<file path="src/rtl/fifo_gray_pkg.sv">
// Shared Gray-code helpers for the dual-clock FIFO pointer controllers (read and write side).
package fifo_gray_pkg;

    localparam int GRAY_MAX_W = 32;

    // Pointer width carries one extra wrap bit above the RAM address width.
    function automatic int ptr_width(input int addr_bits);
        return addr_bits + 1;
    endfunction

    function automatic logic [GRAY_MAX_W-1:0] bin2gray(input logic [GRAY_MAX_W-1:0] bin);
        return bin ^ (bin >> 1);
    endfunction

    // Zero-extended narrow codes convert correctly because the upper bits stay 0.
    function automatic logic [GRAY_MAX_W-1:0] gray2bin(input logic [GRAY_MAX_W-1:0] gray);
        logic [GRAY_MAX_W-1:0] bin;
        bin[GRAY_MAX_W-1] = gray[GRAY_MAX_W-1];
        for (int i = GRAY_MAX_W - 2; i >= 0; i--) begin
            bin[i] = bin[i+1] ^ gray[i];
        end
        return bin;
    endfunction

endpackage

</file>
<file path="src/rtl/fifo_gray_cnt.sv">
// Registered binary + Gray pointer counter with enable and asynchronous active-high reset.
module fifo_gray_cnt
    import fifo_gray_pkg::*;
#(
    parameter int W = 11
) (
    input  logic         clk,
    input  logic         rst,
    input  logic         en,
    output logic [W-1:0] bin,
    output logic [W-1:0] gray
);

    logic [W-1:0] bin_r;
    logic [W-1:0] gray_r;
    logic [W-1:0] bin_next_s;
    logic [W-1:0] gray_next_s;

    assign bin_next_s  = bin_r + {{(W-1){1'b0}}, 1'b1};
    assign gray_next_s = W'(bin2gray(GRAY_MAX_W'(bin_next_s)));

    // Both codes advance together so the Gray value always mirrors the binary count.
    always_ff @(posedge clk or posedge rst) begin
        if (rst) begin
            bin_r  <= {W{1'b0}};
            gray_r <= {W{1'b0}};
        end else if (en) begin
            bin_r  <= bin_next_s;
            gray_r <= gray_next_s;
        end else begin
            bin_r  <= bin_r;
            gray_r <= gray_r;
        end
    end

    assign bin  = bin_r;
    assign gray = gray_r;

endmodule

</file>
<file path="src/rtl/fifo_rd_gray_ctrl.sv">
// Read-side pointer/flag controller of the dual-clock FIFO, clocked only by rd_clk.
// Optional FIFO_RD_LEVEL_EN adds o_rd_level (entries in RAM, excluding the output register).
module fifo_rd_gray_ctrl
    import fifo_gray_pkg::*;
#(
    parameter int INT_FIFO_PTR_BITS_CNT = 10
) (
    input  logic                             rd_clk,
    input  logic                             rd_rst,
    input  logic                             i_dready,
    input  logic [INT_FIFO_PTR_BITS_CNT:0]   i_wr_grayptr,
    output logic                             rd_en,
    output logic                             o_valid,
    output logic [INT_FIFO_PTR_BITS_CNT-1:0] o_rd_intptr,
    output logic [INT_FIFO_PTR_BITS_CNT:0]   o_rd_grayptr
`ifdef FIFO_RD_LEVEL_EN
    ,
    output logic [INT_FIFO_PTR_BITS_CNT:0]   o_rd_level
`endif
);

    localparam int N  = INT_FIFO_PTR_BITS_CNT;
    localparam int PW = ptr_width(N);

    logic [PW-1:0] rd_bin_s;
    logic [PW-1:0] rd_gray_s;
    logic          empty_s;
    logic          rd_en_s;
    logic          valid_r;

    fifo_gray_cnt #(.W(PW)) u_rd_cnt (
        .clk  (rd_clk),
        .rst  (rd_rst),
        .en   (rd_en_s),
        .bin  (rd_bin_s),
        .gray (rd_gray_s)
    );

    // Full-width compare including the wrap bit.
    assign empty_s = (rd_gray_s == i_wr_grayptr);

    // Load the output register when it is free or being drained this cycle.
    always_comb begin
        rd_en_s = 1'b0;
        if (!empty_s && (!valid_r || i_dready)) begin
            rd_en_s = 1'b1;
        end else begin
            rd_en_s = 1'b0;
        end
    end

    // Output register valid: set on load, cleared on drain, otherwise held.
    always_ff @(posedge rd_clk or posedge rd_rst) begin
        if (rd_rst) begin
            valid_r <= 1'b0;
        end else if (rd_en_s) begin
            valid_r <= 1'b1;
        end else if (i_dready) begin
            valid_r <= 1'b0;
        end else begin
            valid_r <= valid_r;
        end
    end

    assign rd_en        = rd_en_s;
    assign o_valid      = valid_r;
    assign o_rd_intptr  = rd_bin_s[N-1:0];
    assign o_rd_grayptr = rd_gray_s;

`ifdef FIFO_RD_LEVEL_EN
    assign o_rd_level = PW'(gray2bin(GRAY_MAX_W'(i_wr_grayptr))) - rd_bin_s;
`else
    logic unused_wrap_s;
    assign unused_wrap_s = rd_bin_s[N];
`endif

endmodule

</file>
<file path="config.mk">
export PLATFORM = sky130hd
export DESIGN_NAME = fifo_rd_gray_ctrl
export DESIGN_NICKNAME = d
export VERILOG_FILES = /design/src/rtl/fifo_gray_pkg.sv /design/src/rtl/fifo_gray_cnt.sv /design/src/rtl/fifo_rd_gray_ctrl.sv
export SDC_FILE = /design/constraint.sdc
export NUM_CORES = 1
export LEC_CHECK = 0
export ABC_AREA = 1
export BUFFER_PORTS_ARGS = -buffer_cell sky130_fd_sc_hd__buf_4
export CAP_MARGIN = 15
export CORE_MARGIN = 2
export CORE_UTILIZATION = 50
export CTS_BUF_LIST = sky130_fd_sc_hd__clkbuf_8
export CTS_CLUSTER_SIZE = 28
export DETAILED_ROUTE_END_ITERATION = 12
export HOLD_SLACK_MARGIN = 0.1
export PLACE_DENSITY = 0.81
export SYNTH_ARGS = -nofsm -noshare
export SYNTH_HDL_FRONTEND = slang
export SYNTH_SLANG_ARGS = --single-unit
</file>
<file path="constraint.sdc">
create_clock -name rd_clk -period 3.9 [get_ports rd_clk]
set_input_delay 0 -clock rd_clk [delete_from_list [all_inputs] [get_ports rd_clk]]
set_output_delay 0 -clock rd_clk [all_outputs]
set_load 0.005 [all_outputs]
</file>
==> metrics.md <==
| Metric | Value |
|---|---|
| Status | `finished clean` |
| Yosys Warn Count | `0` |
| DRT antenna net count | `0` |
| Area of the die | `0.00349 mm2` |
| Leakage | `1.11 nW` |
| Flops & latches, synth | `22` |
| Via count | `1480` |
| Combinational Power Share | `40.9%` |
| Cell Area, Synth | `0.00152 mm2` |
| Critical path launch point type | `flop` |
| Area share of the largest cell type after synthesis | `36.3%` |
| Hold Fails Final Rpt | `0` |
| Number of buffers created by CTS | `3` |
| Period utilisation layout | `41.6%` |
| Fin area | `0.00188 mm2` |
| Vias in the first global route | `1261` |
| RePlAce Congestion | `0.848` |
| Fillers | `268` |
| Max stage delay on crit path | `0.44 ns` |
| Area growth syn-to-layout | `23.7%` |
| Clock Path Buffers | `2` |
| DR pass1 iterations | `4` |
| Grt met2 use | `31.9%` |
| DP Area | `0.00179 mm2` |
| Largest net degree at the start of global routing | `23` |
| Mapped Avg Cell Area | `6.27 um2` |
| Final design utilization | `66.3%` |
| Initial antenna violation count | `0` |
| Relative slew slack | `45.9%` |
| RSZ-0062 raised after global routing | `no` |
| Diodes inserted | `0` |
| Final layout net count | `295` |
| Kind of critical path | `reg -> reg` |
| Htree depth | `1` |
| Final setup viols | `0` |
| Routed vias/inst | `4.77` |
| Most used cell along the critical path | `nand2_1` |
| Final Skew | `0.00122 ns` |
| Worst hold slack | `0.263 ns` |
| CP top delay family | `simple AND/OR/NAND/NOR gates` |
| Worst-path clk slew | `0.08 ns` |
| Residual DRC | `0` |
| R2r startpoint | `o_valid` |
| Chip width | `59.1 um` |
| Placed cells | `305` |
| Sw frac | `36.0%` |
| First-pass GRT wire length | `5.33 mm` |
| Fin cells | `310` |
| Skew-Pair Late Insertion Delay | `0.26 ns` |
| CP Capture Type | `flop` |
| Final wirelength | `3.18 mm` |
| Initial core utilization | `53.6%` |
| WP buf/inv | `2` |
| Crit-path cells | `inv_1 > nor2_1 > clkinv_1 > nand2_4 > nand2_1 > nand2_1` |
| CP max FO | `22` |
| Global-route met1 utilization | `27.3%` |
| Gr busiest metal | `met2` |
| Clock sink total | `22` |
| Setup crit start | `o_valid` |
| Syn Inst Count | `242` |
| Multi-input logic area | `807 um2` |
| PD cells | `510 mW/mm2` |
| Avg WL per Cell | `10.3 um` |
| PortBufs | `36` |
| Layout cells sized above 1 | `16.5%` |
| Final TNS setup | `0 ns` |
| CTS root buffer | `clkbuf_8` |
| Max-Cap Viols | `0` |
| 1st-iter DRT viols | `65` |
| Hpwl dp | `2.40 mm` |
| Post-Syn Nets | `257` |
| Seq/Total Area, Yosys | `36.3%` |
| IO Pins | `37` |
| Final min period | `1.62 ns` |
| CTS resizes | `0` |
| Pint | `0.612 mW` |
| TritonCTS clock tree | `built` |
| Register area | `551 um2` |
| Row count | `19` |
| Net Sw Power | `0.344 mW` |
| Post-synth cell types | `19` |
| Global Route met3 Usage | `1.97%` |
| CORE AREA | `0.00283 mm2` |
| Post-CTS Setup Inserts | `0` |
| Reg power frac | `37.0%` |
| Crit-path slowest cell | `clkinv_1` |
| Crit path DAT | `1.82 ns` |
| GRT Total Usage | `19.8%` |
| Clock group share of total power | `22.1%` |
| Worst Path Required | `4.10 ns` |
| Cts hold-fix bufs | `1` |
| Total gr overflow | `0` |
| Start point of the worst hold path | `i_dready` |
| Area leader, netlist | `dfrtp_1` |
| Synth area leaders | `dfrtp_1, nand2_1, nand3_1, inv_1, nor2_1` |
| Die height | `59.1 um` |
| Slew @ Worst Pin | `0.810 ns` |
| Worst Hold Class | `in -> reg` |
| VDD IR max | `0.000372 V` |
| Fmax | `616 MHz` |
| Slew Viols, Final | `0` |
-- worst paths after layout --
path                                    end  slack (ns)  cells after the start
min reg2reg                u_rd_cnt.gray[0]        0.53                      2
max                        u_rd_cnt.gray[4]        2.28                      6
min                        u_rd_cnt.gray[8]        0.26                      5
min in group asynchronous  u_rd_cnt.gray[1]        0.45                      3
max reg2reg                u_rd_cnt.gray[4]        2.28                      6
max in group asynchronous  u_rd_cnt.gray[8]        2.95                      3
-- cell usage after synthesis --
cell and n:
buf_2 1, nor2_4 2, a21oi_1 1, o21ai_0 1, clkinv_1 1, nand2_1 124
xnor2_1 4, dfrtp_1 22, nand4_1 1, xor2_1 3, nor2_1 13, nor2_2 2
nand2_4 2, nand3_1 26, buf_6 2, nand3b_1 2, ha_1 1, clkbuf_1 1
inv_1 33
-- worst reg2reg max path: cells and delay by family (launching register included) --
kind | cells | cell delay, ns
flops | 1 | 0.37
simple gates | 4 | 0.71
buf+inv | 2 | 0.49
-- sequential cells by signal, indices dropped and copies added (netlist names) --
signal / count
o_valid: 1
u_rd_cnt.bin: 10
u_rd_cnt.gray: 11
-- cell families after synthesis --
group                      count (synthesis)  synth area share (%)
buffers and inverters                     38                  10.5
xor gates and xnor gates                   7                  4.04
and+or+nand+nor                          172                  47.7
AOI/OAI and AO/OA                          2                 0.659
adders and majority gates                  1                 0.825
DFF                                       22                  36.3
-- final cells by class --
class | instances | area share, %
clock buffer | 3 | 2.20
clock inverter | 1 | 1.60
inverter | 34 | 6.80
multi-input combinational | 182 | 43.0
sequential | 22 | 29.4
tap | 31 | 2.07
timing repair buffer | 37 | 14.9
-- cells in the final DEF (no fill, tap or decap) --
cell type      count
nor2_2             2
nand4_1            1
nor2_4             2
nand2_1          124
clkinv_1           1
nand3_1           26
buf_4             36
xnor2_1            4
nand2_4            2
nor2_1            13
xor2_1             3
bufinv_16          1
inv_1             33
dlygate4sd3_1      1
clkbuf_8           3
dfrtp_1           22
o21ai_0            1
nand3b_1           2
ha_1               1
a21oi_1            1
-- layer usage --
metal,wire length (um),vias up
met5,0,-
met2,1450,36
met3,142,4
met4,49,0
met1,1540,635
li1,-,805
-- through the flow --
stage	setup slack [ns]	total power, mW
after floorplan	2.50	0.601
after global placement	2.36	0.740
after detailed placement	2.29	0.748
after CTS	2.26	0.970
after global routing	2.05	1.04
final	2.28	0.956
-- power groups by stage --
stage,combinational [mW],clock (mW),sequential (mW)
floorplan,0.248,0,0.353
global placement,0.382,0,0.358
detailed placement,0.390,0,0.358
CTS,0.398,0.218,0.354
global route,0.447,0.223,0.368
finish,0.391,0.211,0.354
(Power assumes the default switching activity.)
